==> src/rtl/dmem_arbiter.sv <==
// dmem_arbiter: shares one single-port data memory between a core port (C) and a debug/DMA port (D)
// Ports: i_clk, i_rst (async, active-high); core i_c_req/we/addr/wdata -> o_c_gnt/rvalid/rdata;
// debug i_d_req/we/lock/addr/wdata -> o_d_gnt/rvalid/rdata; memory o_m_we/addr/wdata <- i_m_rdata;
// o_starved pulses when D wins only because it has waited STARVE_MAX cycles.
module dmem_arbiter #(
    parameter int AW         = 32,
    parameter int DW         = 32,
    parameter int STARVE_MAX = 8
) (
    input  logic          i_clk,
    input  logic          i_rst,
    input  logic          i_c_req,
    input  logic          i_c_we,
    input  logic [AW-1:0] i_c_addr,
    input  logic [DW-1:0] i_c_wdata,
    output logic          o_c_gnt,
    output logic          o_c_rvalid,
    output logic [DW-1:0] o_c_rdata,
    input  logic          i_d_req,
    input  logic          i_d_we,
    input  logic          i_d_lock,
    input  logic [AW-1:0] i_d_addr,
    input  logic [DW-1:0] i_d_wdata,
    output logic          o_d_gnt,
    output logic          o_d_rvalid,
    output logic [DW-1:0] o_d_rdata,
    output logic          o_m_we,
    output logic [AW-1:0] o_m_addr,
    output logic [DW-1:0] o_m_wdata,
    input  logic [DW-1:0] i_m_rdata,
    output logic          o_starved
);
    localparam int CW = $clog2(STARVE_MAX + 1);
    typedef enum logic {ARB, DLOCK} state_t;
    state_t        state_q, state_d;
    logic [CW-1:0] starve_q, starve_d;
    logic          c_rv_q, d_rv_q;
    logic          locked, starve_win, d_win, c_win;
    // a locked burst only continues while D keeps both req and lock high
    assign locked     = state_q == DLOCK && i_d_req && i_d_lock;
    assign starve_win = !locked && i_c_req && i_d_req && starve_q == CW'(STARVE_MAX);
    // reset masks every grant so nothing reaches memory while i_rst is high
    assign d_win      = !i_rst && i_d_req && (locked || !i_c_req || starve_win);
    assign c_win      = !i_rst && i_c_req && !d_win;
    assign o_c_gnt    = c_win;
    assign o_d_gnt    = d_win;
    assign o_starved  = !i_rst && starve_win;
    assign o_m_we     = c_win ? i_c_we : d_win && i_d_we;
    assign o_m_addr   = c_win ? i_c_addr : d_win ? i_d_addr : '0;
    assign o_m_wdata  = c_win ? i_c_wdata : d_win ? i_d_wdata : '0;
    assign o_c_rvalid = c_rv_q;
    assign o_d_rvalid = d_rv_q;
    assign o_c_rdata  = c_rv_q ? i_m_rdata : '0;
    assign o_d_rdata  = d_rv_q ? i_m_rdata : '0;
    always_comb begin
        state_d  = (d_win && i_d_lock) ? DLOCK : ARB;
        starve_d = (!i_d_req || d_win) ? '0 :
                   (state_q == ARB && starve_q != CW'(STARVE_MAX)) ? starve_q + 1'b1 : starve_q;
    end
    always_ff @(posedge i_clk or posedge i_rst) begin
        if (i_rst) begin
            state_q  <= ARB;
            starve_q <= '0;
            c_rv_q   <= 1'b0;
            d_rv_q   <= 1'b0;
        end else begin
            state_q  <= state_d;
            starve_q <= starve_d;
            c_rv_q   <= c_win && !i_c_we;
            d_rv_q   <= d_win && !i_d_we;
        end
    end
endmodule

==> config.mk <==
export PLATFORM = sky130hd
export DESIGN_NAME = dmem_arbiter
export DESIGN_NICKNAME = d
export VERILOG_FILES = /design/src/rtl/dmem_arbiter.sv
export SDC_FILE = /design/constraint.sdc
export NUM_CORES = 1
export LEC_CHECK = 0
export CAP_MARGIN = 20
export CORE_AREA = 3 3 115 117
export DETAILED_ROUTE_END_ITERATION = 10
export DIE_AREA = 0 0 118 120
export GPL_ROUTABILITY_DRIVEN = 0
export PLACE_DENSITY = 0.59
export SLEW_MARGIN = 20
export SYNTH_ARGS = -nofsm -noshare
export SYNTH_HDL_FRONTEND = slang
export SYNTH_SLANG_ARGS = --single-unit
==> constraint.sdc <==
create_clock -name i_clk -period 1.8 [get_ports i_clk]
set_input_delay 0.18 -clock i_clk [delete_from_list [all_inputs] [get_ports i_clk]]
set_output_delay 0.18 -clock i_clk [all_outputs]
set_load 0.01 [all_outputs]
Yosys cells after proc, flatten, opt, wreduce, memory -nomap -nowiden. Index checks and enable logic that the tools add are counted.

Input port bits: 167. Register bits after elaboration: 7. Logic and storage cells: 44. Latch bits: 0. Output and inout bits: 134. Memory bits (read-only): 0. Memories kept: 0. RAM bits: 0.

$mul: 0. Reduce and logical (&&, ||, !) cells: 26. $add $sub $neg: 1. Shift operators: 0. Magnitude comparators: 0. Divide/modulo/power cells: 0. Bitwise logic cells: 1. Equality and inequality tests: 2. Muxes and demuxes: 10.

Operators with widths (count): $mux W32 (6); $logic_and A1 B1 Y1 (15); $mux W4 (2); $logic_not A1 Y1 (7); $add A4 B1 Y4 const B (1); $eq A4 B4 Y1 const B (1); $ne A4 B4 Y1 const B (1); $logic_or A1 B1 Y1 (3); $mux W1 (2); $reduce_bool A2 Y1 (1); $not A1 Y1 (1).

Depth between registers and ports, before layout. Gate-level depths: netlist of the first run.

Depth after elaboration: 11. Mapped depth: 8. Mapped depth without buffers: 6.

Worst setup path before layout of the first run. Ideal clock, no wire load.

Path kind: flip-flop to output port. Start point: reg starve_q[0]. End point: out o_m_wdata[13]. Cell stages (with the launch flop): 9. Buffers on the path: 3. Setup slack: 76 ps. Arrival: 1544 ps. Data required time: 1620 ps. Path through: dfrtp_1 > inv_1 > ha_1 > nand3b_4 > a21o_1 > buf_6 > buf_6 > buf_6 > mux2i_1.

Cells in the longest elaborated chain, start to end: 7. Elaborated cells on any way between the ends: 8. Classes of those cells: 1 x eq/ne; 2 x mux; 5 x reduce/logical.

RTL lines: from (decl) (line 36) `logic [CW-1:0] starve_q, starve_d;`; from (signal assigned) (line 68) `starve_q <= starve_d;`; $eq A4 B4 Y1 (*) (line 41) `assign starve_win = !locked && i_c_req && i_d_req && starve_q == CW'(STARVE_MAX);`; $logic_and A1 B1 Y1 (*) (line 41); $logic_or A1 B1 Y1 (*) (line 43) `assign d_win = !i_rst && i_d_req && (locked || !i_c_req || starve_win);`; $logic_and A1 B1 Y1 (*) (line 43); $logic_not A1 Y1 (line 44) `assign c_win = !i_rst && i_c_req && !d_win;`; $logic_and A1 B1 Y1 (line 44); $mux W32 (*) (line 50) `assign o_m_wdata = c_win ? i_c_wdata : d_win ? i_d_wdata : '0;`; to (decl) (line 29) `output logic [DW-1:0] o_m_wdata,`.

Mark *: on every way between the ends. The rest lies on a longest branch, timed or not.

Worst setup path in the final report of the first run.
Start point: reg starve_q[1]. End point: out o_m_wdata[30].

The elaborated chain is that of the path after synthesis.

==> results of run 1 <==
-- sequential cells by signal, indices dropped and copies added (netlist names) --
name	count
o_c_rvalid	1
state_q	1
o_d_rvalid	1
starve_q	4
-- critical path: stages, from the launching register on --
cell,delay [ps]
dfrtp_1,380
inv_2,70
ha_4,150
nand3b_4,110
a21o_4,260
buf_12,150
buf_12,120
mux2i_1,130
buf_2,150
-- per-layer routing --
metal | wire, um | share of wire
met5 | 0 | 0
met4 | 69 | 0.0060
met3 | 1070 | 0.094
met2 | 6200 | 0.54
met1 | 4070 | 0.36
-- worst min-delay path by stage --
stage	to	slack, ps
floorplan	o_c_rvalid	-20
global placement	state_q	610
detailed placement	state_q	610
CTS	state_q	370
global route	state_q	390
finish	state_q	370
-- layout make-up --
cell class              count  share of cell area
repair buffers            333               0.575
multi-input cells         223               0.289
inverters                  70              0.0485
well taps                 172              0.0397
flip-flops and latches      7              0.0323
clock buffers               4              0.0145
-- stage by stage --
step	area [um^2]	utilization
floorplan	2060	-
global placement	5390	0.433
detailed placement	5390	0.433
CTS	5290	0.424
global route	5420	0.435
finish	5420	0.435
-- layout by cell type, fill, tap and decap left out --
| master | n |
|---|---|
| nor2_1 | 2 |
| and2_1 | 65 |
| ha_1 | 1 |
| buf_8 | 1 |
| buf_4 | 17 |
| nand2b_1 | 2 |
| clkdlybuf4s50_1 | 231 |
| o21ai_0 | 2 |
| inv_2 | 3 |
| a211o_1 | 1 |
| and2_4 | 1 |
| a21o_4 | 2 |
| nand4b_1 | 1 |
| buf_16 | 1 |
| buf_6 | 7 |
| nor2b_4 | 1 |
| nand3b_1 | 1 |
| a211oi_1 | 3 |
| mux2i_4 | 1 |
| nand2_1 | 67 |
| dfrtp_1 | 7 |
| a21boi_4 | 1 |
| nor3b_1 | 1 |
| clkbuf_2 | 1 |
| ha_4 | 1 |
| clkbuf_16 | 7 |
| mux2i_1 | 64 |
| buf_2 | 64 |
| a21oi_1 | 1 |
| clkbuf_1 | 1 |
| or3_1 | 1 |
| and3b_1 | 1 |
| dlymetal6s2s_1 | 1 |
| nor3_1 | 1 |
| nand3b_4 | 1 |
| buf_12 | 6 |
| xor2_1 | 1 |
| inv_1 | 67 |
-- power by group --
group          leakage (uW)  internal (uW)  total (uW)  switching [uW]
registers         0.0000952            165         169            4.73
logic               0.00281            622         977             355
clock network     0.0000382            295         386            90.3
-- repair_timing --
| action | in CTS | in global routing |
|---|---|---|
| setup endpoints to repair | 68 | 72 |
| cloned | 1 | 6 |
| resized for setup | 280 | 23 |
| endpoints found under the hold margin | 0 | 0 |
| pin swaps | 1 | 3 |
| buffers inserted | 4 | 1 |
-- kinds of logic after synthesis --
group | after synthesis
AND/OR/NAND/NOR | 145
buffers and inverters | 91
multiplexers | 65
XOR/XNOR | 1
AO/OA/AOI/OAI | 9
flip-flops | 7
adder cells (fa/ha/maj) | 2
==> flow_metrics.tcl, run 1 <==
set metrics [dict create \
    async_flop_share 1.00 \
    clock.fmax_mhz 514 \
    rsz0062_at_grt "true" \
    status "finished with violations" \
    die_width_um 118 \
    grt_pass1_wl_um 16100 \
    vias 3192 \
    synth.ff_latch_count 7 \
    worst_clock_skew_ps 2.61 \
    syn_nets 489 \
    startpoint_type "register" \
    cts.sinks 7 \
    worstRegToRegCells 10 \
    htreeDepth 1 \
    total_power_uw 1530 \
    worstSkewPairLatency_ps 230 \
    nNetsFinal 807 \
    placed_cells 794 \
    fill_cells 1289 \
    synth_common_cells "70 x inv_1, 67 x nand2_1, 66 x and2_1" \
    wl_um 11400 \
    r2r-start "starve_q[1]" \
    synth_compound_area_frac 0.0297 \
    grt_util_met2 0.289 \
    clk_path_buf_depth 2 \
    antenna_cells 0 \
    met1_usage 0.133 \
    crit_path_end "o_m_wdata[30]" \
    multi_input_area_um2 1570 \
    synth.area.top_cells "mux2i_1 32%, and2_1 20%, inv_1 13%" \
    ys_seq_area_frac 0.0849 \
    hp-class "input pin to asynchronous set/reset pin" \
    cts_root_buf "clkbuf_16" \
    numPortBuffers 300 \
    synth.cell_area_um2 2060 \
    peakVddDrop_uv 191 \
    p_leak_uw 0.00295 \
    yosysWarnings 0 \
    numCtsBuffers 3 \
    yosysUniqueCellTypes 27 \
    die_y_um 120 \
    fin_ws_ps -147 \
    drive_gt1_frac 0.181 \
    critPathKind "register to output port" \
    synth-adder-area-share 0.0121 \
    vias_per_cell 3.95 \
    wl_per_cell_um 14.1 \
    synthFlopType "dfrtp_1" \
    powerDensity_nw_per_um2 283 \
    cts_tree "yes" \
    synthCells 320 \
    crit_start "starve_q[1]" \
    fin_crit_ps 1950 \
    yosys.area.top_type_share 0.315 \
    dp_hpwl_um 9530 \
    timing.slew.headroom 0.758 \
    r2r_end "state_q" \
    finalNonFillerCells 809 \
    grt_use_met3 0.0495 \
    yosys.area_share.simple 0.366 \
    dr.pass1.iters 4 \
    yosysMostFrequentCell "inv_1" \
    drt_first_iter_violations 29 \
    final-setup-viol-count 67 \
    crit_path_end_kind "output port" \
    hold_buffers 0 \
    drc_errors 0 \
    die_area_um2 14200 \
    arrival_ps 1770 \
    area_growth_pct 163 \
    antenna_found_initial 0 \
    postRouteAntennaNets 0 \
    synth_mux_area_frac 0.315 \
    grt.total_usage 0.140 \
    whs_ps 369 \
    pre_cts_slack_ps -643 \
    setup_tns_ps -4720 \
    fin_crit_sh 1.08 \
    violations "negative setup slack" \
    hold_viol 0 \
    row_count 41 \
    ios 301 \
    crit_required_ps 1620 \
    grt.busiest_layer "met2" \
    start_util 0.166 \
    rrSetupSlack_ps 100 \
    regArea_um2 175 \
    grt_pass1_vias 3201 \
    grt_remaining_overflow 0 \
    cts.clk_slew.worst_paths_ps 40 \
    coreArea_um2 12500 \
    worst-path-max-fanout 6 \
    synth-edff-count 0 \
    synth_top_family_by_area "simple AND/OR/NAND/NOR gates" \
    synth_top_area_cell "mux2i_1" \
    drv_cap 0 \
    max_slew.worst_pin.slew_ps 363 \
    synth_xor_area_frac 0.00424 \
    grt_max_degree 38 \
    avgSynthCellArea_um2 6.45 \
    finalMaxSlewViolations 0 \
]
No activity file was read; power rests on OpenSTA's default activity.
==> run 2: changes to the inputs <==
--- a/config.mk
+++ b/config.mk
@@ -6,11 +6,11 @@
 export NUM_CORES = 1
 export LEC_CHECK = 0
 export CAP_MARGIN = 20
-export CORE_AREA = 3 3 115 117
+export CORE_AREA = 2 2 118 120
 export DETAILED_ROUTE_END_ITERATION = 10
-export DIE_AREA = 0 0 118 120
+export DIE_AREA = 0 0 120 122
 export GPL_ROUTABILITY_DRIVEN = 0
-export PLACE_DENSITY = 0.59
+export PLACE_DENSITY = 0.56
 export SLEW_MARGIN = 20
 export SYNTH_ARGS = -nofsm -noshare
 export SYNTH_HDL_FRONTEND = slang
==> run 2 against run 1 <==
Compared with the run above:
- the run still ends with negative setup slack left
- final cell count up 0.49%
- non-clock buffer count down 3
- wire length down 8.2%
- via count down 0.56%
- hold slack worse by 17 ps
- clock-buffer cell count down 1
- design area up 0.23%
- critical path type unchanged
==> flow_metrics.tcl, run 2 (same netlist as run 1, synthesis figures left out) <==
set metrics [dict create \
    cts_tree "yes" \
    antenna_found_initial 0 \
    powerDensity_nw_per_um2 282 \
    dp_hpwl_um 8640 \
    drt_first_iter_violations 39 \
    rsz0062_at_grt "true" \
    stdcell_area_um2 5430 \
    clock.fmax_mhz 509 \
    nNetsFinal 803 \
    finalMaxSlewViolations 0 \
    cts_root_buf "clkbuf_16" \
    place_area_um2 5390 \
    final_common_cell "clkdlybuf4s50_1" \
    crit_start "starve_q[1]" \
    fin_crit_ps 1960 \
    worst_clock_skew_ps 2.86 \
    coreArea_um2 13500 \
    hold_viol 0 \
    critPathKind "register to output port" \
    startpoint_type "register" \
    hp-class "input pin to asynchronous set/reset pin" \
    grt_remaining_overflow 0 \
    die_area_um2 14600 \
    cts.sinks 7 \
    wl_per_cell_um 12.9 \
    fin_ws_ps -163 \
    start_util 0.153 \
    crit_path_end_kind "output port" \
    die_y_um 122 \
    clk_path_buf_depth 2 \
    vias 3174 \
    final_cell_mix "232 x clkdlybuf4s50_1, 67 x inv_1, 67 x nand2_1, 65 x and2_1, 63 x buf_2" \
    fin_crit_sh 1.09 \
    violations "negative setup slack" \
    peakVddDrop_uv 183 \
    rrSetupSlack_ps 120 \
    ios 301 \
    hold_buffers 0 \
    area_growth_pct 163 \
    grt.total_usage 0.131 \
    fill_cells 1404 \
    wl_um 10500 \
    crit_path_end "o_m_wdata[21]" \
    worstRegToRegCells 10 \
    row_count 43 \
    r2r-start "starve_q[1]" \
    grt_pass1_vias 3136 \
    arrival_ps 1780 \
    drive_gt1_frac 0.183 \
    final_core_util 0.402 \
    dr.pass1.iters 4 \
    numCtsBuffers 3 \
    p_leak_uw 0.00290 \
    worstSkewPairLatency_ps 230 \
    die_width_um 120 \
    r2r_end "state_q" \
    timing.slew.headroom 0.789 \
    vias_per_cell 3.90 \
    final-setup-viol-count 67 \
    worst-path-max-fanout 5 \
    crit_required_ps 1620 \
    htreeDepth 1 \
    numPortBuffers 300 \
    grt_pass1_wl_um 15500 \
    postRouteAntennaNets 0 \
    antenna_cells 0 \
    largest_reg_flops 4 \
    drc_errors 0 \
    status "finished with violations" \
    cts.clk_slew.worst_paths_ps 40 \
    grt_max_degree 34 \
    drv_cap 0 \
    regMostFlops "starve_q" \
    max_slew.worst_pin.slew_ps 316 \
]
[run 2: cell types whose count changed in the layout (fill, tap and decap cells not counted), sizes merged]
cell           previous run  this run
clkdlybuf4s50           231       232
clkinv                    0         1
a21o                      2         1
buf                      96        95
dlymetal6s2s              1         0
clkdlybuf4s15             0         1
clkbuf                    9         5
[run 2: what timing repair did]
action	CTS	global route
cloned	4	1
setup endpoints to repair	68	68
pin swaps	2	1
buffers inserted	1	5
resized for setup	279	22
[run 2: report_power, final]
part	internal [uW]	switching, uW	leakage [uW]	total [uW]
registers	165	3.94	0.0000952	169
logic	630	355	0.00276	985
clock network	291	85.4	0.0000409	377
total	1090	444	0.00290	1530
[run 2: worst min path at each step]
stage | startpoint | end | slack (ps) | cells after the start
final | i_rst | starve_q[3] | 350 | 3
after global routing | i_rst | starve_q[3] | 400 | 3
after CTS | i_rst | state_q | 360 | 3
after detailed placement | i_rst | starve_q[1] | 610 | 3
after global placement | i_rst | starve_q[1] | 600 | 3
after floorplan | i_rst | o_c_rvalid | -20 | 1
[run 2: area by class of cell]
cell class,count,area [um^2],area share
Clock buffer,3,75.1,0.0138
Clock inverter,1,5.00,0.000921
Inverter,70,265,0.0488
Multi-Input combinational cell,222,1580,0.291
Sequential cell,7,175,0.0322
Tap cell,180,225,0.0415
Timing Repair Buffer,330,3110,0.572
[run 2: layer usage]
layer  global-route usage  up-vias  wire length, um
met4               0.0213        0               78
met5                    0        -                0
li1                     -     1597                -
met1                0.134     1390             3820
met3               0.0290        6              875
met2                0.271      181             5710
[run 2: critical path: stages (launching register included)]
cell,delay (ps)
dfrtp_1,370
inv_2,80
ha_4,150
nand3b_4,80
a21o_4,260
buf_12,150
clkbuf_16,150
mux2i_1,140
buf_2,150
[run 2: stage by stage]
step | setup TNS, ps | cells | total power, uW | setup WS (ps) | hold WS [ps]
after detailed placement | -33980 | 799 | 1170 | -664 | 606
after CTS | -9890 | 808 | 1540 | -217 | 362
final | -6420 | 813 | 1530 | -163 | 352
after global placement | -34300 | 799 | 1170 | -681 | 601
after global routing | -11160 | 813 | 1620 | -251 | 402
after floorplan | 0 | 320 | 479 | 75.8 | -16.6
==> variant 1: new RTL, settings of run 1 <==
The parameter `DW` goes from 32 to 24.
--- a/src/rtl/dmem_arbiter.sv
+++ b/src/rtl/dmem_arbiter.sv
@@ -4,7 +4,7 @@
 // o_starved pulses when D wins only because it has waited STARVE_MAX cycles.
 module dmem_arbiter #(
     parameter int AW         = 32,
-    parameter int DW         = 32,
+    parameter int DW         = 24,
     parameter int STARVE_MAX = 8
 ) (
     input  logic          i_clk,
Interface: changed (6 resized); port bits go from 301 to 253. The function was not compared with the original's and may differ.
==> variant 1 against run 1 <==
The run still ends with setup timing left; hold slack lost 0.050 ns; total power shrank 5.8%; highest routed layer unchanged; non-clock buffer count shrank 41; synthesized cell count shrank 49%; combinational power shrank 8.1%; sequential cell count is the same; die area is the same; critical endpoint is now o_m_wdata[15]; clock skew shrank 0.0017 ns; wire length shrank 6.2%; synthesized area shrank 37%; clock power shrank 2%; worst setup slack lost 0.058 ns; first-iteration DRC count grew 72%; cell area shrank 18%.
==> variant 1: results (changes against run 1) <==
Pwr
  • Worst IR drop on VDD: 0.000222 V (+16%)
  • Static Leak: 1.95 nW (-34%)

Finish
  • Net count, final: 588 (-27%)
  • Max FFs per register: 4 (unchanged)
  • Share of cells above drive strength 1: 0.262 (+0.0819)
  • Top reg by flops: starve_q
  • Ant diodes: 0 (unchanged)

Setup path
  • Delay of the slowest critical-path stage: 0.38 ns (about the same)
  • Critical Path AT: 1.83 ns (+0.06 ns)
  • R2R setup slack: 0.10 ns (about the same)
  • Crit-path leading delay family: buffers and inverters
  • Reg2Reg Depth: 10 (unchanged)
  • R2R Path End: state_q$_DFF_PP0_
  • Slowest CP cell: dfrtp_1
  • CP max FO: 6 (unchanged)
  • Reg2reg start: starve_q[0]$_DFFE_PP0P_

Drt
  • Initial DRT Pass Iterations: 4 (unchanged)
  • Total number of vias: 2459 (-23%)
  • DR iter-0 viols: 50 (+72%)
  • Routed len/inst: 17.4 µm (+24%)
  • Drt via density: 4.00 (+1.5%)

Synth
  • Synthesized Nets: 307 (-37%)
  • Top cells by count, synth: a22o_1, and2_1, buf_2
  • Largest cells by area after synthesis: a22o_1, and2_1, dfrtp_1
  • Syn_area_per_cell: 8.02 µm² (+24%)
  • Sequential share of the synthesized area: 0.135 (+0.0498)
  • Ys async rst share: 1.00 (unchanged)
  • Post-synth top flop: dfrtp_1
  • Post-synth cell types: 29 (+7.4%)
  • Synthesis Warnings: 0 (unchanged)

Placement
  • I/O Buffers: 252 (-16%)
  • Pre-CTS setup slack: -0.550 ns (+0.0932 ns)
  • Post-DP HPWL: 8510 µm (-11%)
  • Area after DPL: 4150 µm² (-23%)

Clocking
  • Worst-path clk slew: 0.04 ns (about the same)
  • Root Buffer: clkbuf_16
  • Cts bufs inserted: 3 (unchanged)
  • H-tree depth: 1 (unchanged)
  • Max clock buf depth: 2 (unchanged)
  • Clock Latency Late Sink: 0.23 ns (about the same)

Global routing
  • Initial antenna violation count: 0 (unchanged)
  • Pin count of the biggest net entering global routing: 26 (-32%)
  • Vias in the first global route: 2615 (-18%)
  • First-pass GRT wire length: 15700 µm (-2.5%)
  • Tot GR Track Use: 0.143 (+0.00302)
  • Met1 Track Usage GR: 0.154 (+0.0210)
  • Global Route met3 Usage: 0.0405 (-0.00895)
  • GR Util met2: 0.280 (-0.00934)

Timing
  • Clock skew: 0.000932 ns (-0.00168 ns)
  • Setup WS post-layout: -0.205 ns (-0.0584 ns)
  • Endpoints failing setup: 58 (-13%)
  • TNS Setup: -9.22 ns (-4.50 ns)
  • Slew @ Worst Pin: 0.352 ns (-0.0106 ns)
  • Final hold slack: 0.319 ns (-0.0504 ns)

Flow run
  • Max Cap Viol: 0 (unchanged)

Status
  • Failing checks: setup timing
  • Status: complete, but fails checks

Min path
  • Hold crit path type: in2async
## variant 1: routing by layer
metal | vias to the layer above | routed length (µm)
met5 | - | 0
met4 | 0 | 42
met3 | 5 | 1050
met2 | 181 | 5570
met1 | 1098 | 4040
li1 | 1175 | -
## variant 1: worst max path at each step
stage,startpoint,to,depth (start not counted)
floorplan,starve_q[0]$_DFFE_PP0P_,o_m_wdata[16],6
global placement,i_d_lock,o_m_addr[22],6
detailed placement,i_d_lock,o_m_addr[22],7
CTS,starve_q[0]$_DFFE_PP0P_,o_m_addr[26],10
global route,starve_q[0]$_DFFE_PP0P_,o_m_addr[31],9
finish,starve_q[0]$_DFFE_PP0P_,o_m_wdata[15],9
## variant 1: area by class of cell
type,instances,area (µm²)
Tap cell,172,215
Clock buffer,4,78.8
Inverter,4,15.0
Multi-Input combinational cell,135,1100
Sequential cell,7,175
Timing Repair Buffer,292,2880
Fill cell,1321,8000
## variant 1: worst min-delay path: stages
cell and delay, ns:
clkdlybuf4s50_1 0.43, inv_1 0.10, buf_4 0.18
## variant 1: power by group
part | internal, mW | switching [mW] | leakage (nW) | total (mW)
Combinational | 0.585 | 0.313 | 1.82 | 0.898
Clock | 0.295 | 0.0831 | 0.0382 | 0.378
Sequential | 0.165 | 0.00366 | 0.0951 | 0.168
## variant 1: what timing repair did
| action | CTS | global route |
|---|---|---|
| endpoints found under the setup margin | 60 | 61 |
| pin swaps | 21 | 25 |
| buffers inserted | 15 | 2 |
| gates cloned | 9 | 1 |
| resized for setup | 284 | 15 |
## variant 1: logic make-up after synthesis
| kind of cell | synth area share |
|---|---|
| AND/OR/NAND/NOR | 0.321 |
| multiplexers | 0.00866 |
| flip-flops | 0.135 |
| adder cells (fa/ha/maj) | 0.0192 |
| AO/OA/AOI/OAI | 0.440 |
| buffers and inverters | 0.0760 |
==> variant 2: new RTL, config.mk and constraints of run 1 <==
Made on the original files. Reset style: synchronous (`i_rst`), changed in one clocked block. Comments in the files are not updated.
--- a/src/rtl/dmem_arbiter.sv
+++ b/src/rtl/dmem_arbiter.sv
@@ -57,7 +57,7 @@
         starve_d = (!i_d_req || d_win) ? '0 :
                    (state_q == ARB && starve_q != CW'(STARVE_MAX)) ? starve_q + 1'b1 : starve_q;
     end
-    always_ff @(posedge i_clk or posedge i_rst) begin
+    always_ff @(posedge i_clk) begin
         if (i_rst) begin
             state_q  <= ARB;
             starve_q <= '0;
Formal check against the unedited RTL: differs if i_rst is asserted again (counterexample within 4 cycles, from zero or initial values and one cycle with i_rst high); with i_rst held inactive, the same outputs for 10 cycles.
==> variant 2 against run 1 <==
Sequential cell count did not move; wire length fell by 4.1%; worst setup slack got worse by 0.094 ns; hold slack improved by 0.15 ns; the flow still finishes with violations (setup timing); sequential share of layout area fell by 0.54 points; total power fell by 4.0%; highest routed layer unchanged; clock power fell by 2%; synthesized area fell by 3.7%; critical path type unchanged; cell area fell by 2.1%; largest power group unchanged.
==> variant 2: results (changes against run 1) <==
Status
  • Status: complete, but fails checks
  • Failing checks: setup timing

Drt
  • Total number of vias: 3157 (-1.1%)
  • Final WL: 10900 µm (-4.1%)
  • WL met1: 3840 µm (-5.7%)
  • Met2 wire len: 6050 µm (-2.5%)

Pwr
  • Switching Fraction: 0.285 (-0.00918)
  • Static Leak: 2.83 nW (-3.9%)

Min path
  • Hold crit path type: in2reg

Placement
  • Dpl cells: 786 (-1.0%)
  • Area after DPL: 5310 µm² (-1.5%)
  • Pre-CTS setup slack: -0.645 ns (-0.00270 ns)

Synth
  • Ys async rst share: 0 (-1.00)
  • Post-synth top flop: dfxtp_1
  • Syn_area_per_cell: 6.25 µm² (-3.1%)

Global routing
  • Tot GR Track Use: 0.138 (-0.00182)
  • Pin count of the biggest net entering global routing: 34 (-11%)
  • First-pass GRT wire length: 16000 µm (-0.60%)

Timing
  • Slew Limit Headroom: 0.852 (+0.0942)
  • Setup WS post-layout: -0.242 ns (-0.0944 ns)
  • Clock skew: 0.00363 ns (+0.00102 ns)
  • Endpoints failing setup: 67 (unchanged)

Setup path
  • Critical Path AT: 1.86 ns (+0.09 ns)
  • Slowest CP cell: a311o_2

Finish
  • Share of cells above drive strength 1: 0.175 (-0.00537)
variant 2: repair_timing:
action | in CTS | in global routing
setup buffers | 4 | 2
gates resized for setup | 296 | 7
pin swaps | 3 | 0
endpoints found under the setup margin | 68 | 68
gates cloned | 4 | 2
endpoints found under the hold margin | 0 | 0
variant 2: worst reg2reg max path, stage by stage (launching register included):
cell and delay [ns]:
dfxtp_2 0.32, inv_2 0.07, ha_4 0.13, nand3b_1 0.09, a311o_2 0.37, buf_4 0.17
clkbuf_16 0.17, inv_2 0.07, buf_4 0.11, and2_1 0.11
variant 2: logic make-up after synthesis:
group,Yosys count,synth area share
simple gates,146,0.375
compound gates,5,0.0183
buf+inv,91,0.187
xor+xnor,2,0.00882
mux,65,0.327
flops,7,0.0705
fa+ha+maj,2,0.0126
variant 2: cell type report:
class / instances / area (µm²)
Tap cell: 172 / 215
Multi-Input combinational cell: 220 / 1530
Sequential cell: 7 / 143
Clock buffer: 4 / 78.8
Fill cell: 1301 / 7160
Inverter: 69 / 259
Timing Repair Buffer: 328 / 3090
variant 2: worst paths after layout:
path	endpoint	slack (ns)	from	cells after the start
max	o_m_addr[10]	-0.24	starve_q[1]$_SDFFE_PP0P_	8
min	o_d_rvalid$_SDFF_PP0_	0.52	i_d_we	2
max reg2reg	state_q$_SDFF_PP0_	0.13	starve_q[1]$_SDFFE_PP0P_	9
min reg2reg	starve_q[2]$_SDFFE_PP0P_	0.58	starve_q[2]$_SDFFE_PP0P_	3
variant 2: power groups by stage:
stage	registers, mW	logic (mW)	clock network, mW
after floorplan	0.166	0.284	0
after global placement	0.163	0.960	0
after detailed placement	0.163	0.967	0
after CTS	0.162	0.928	0.383
after global routing	0.162	0.998	0.395
final	0.162	0.930	0.380
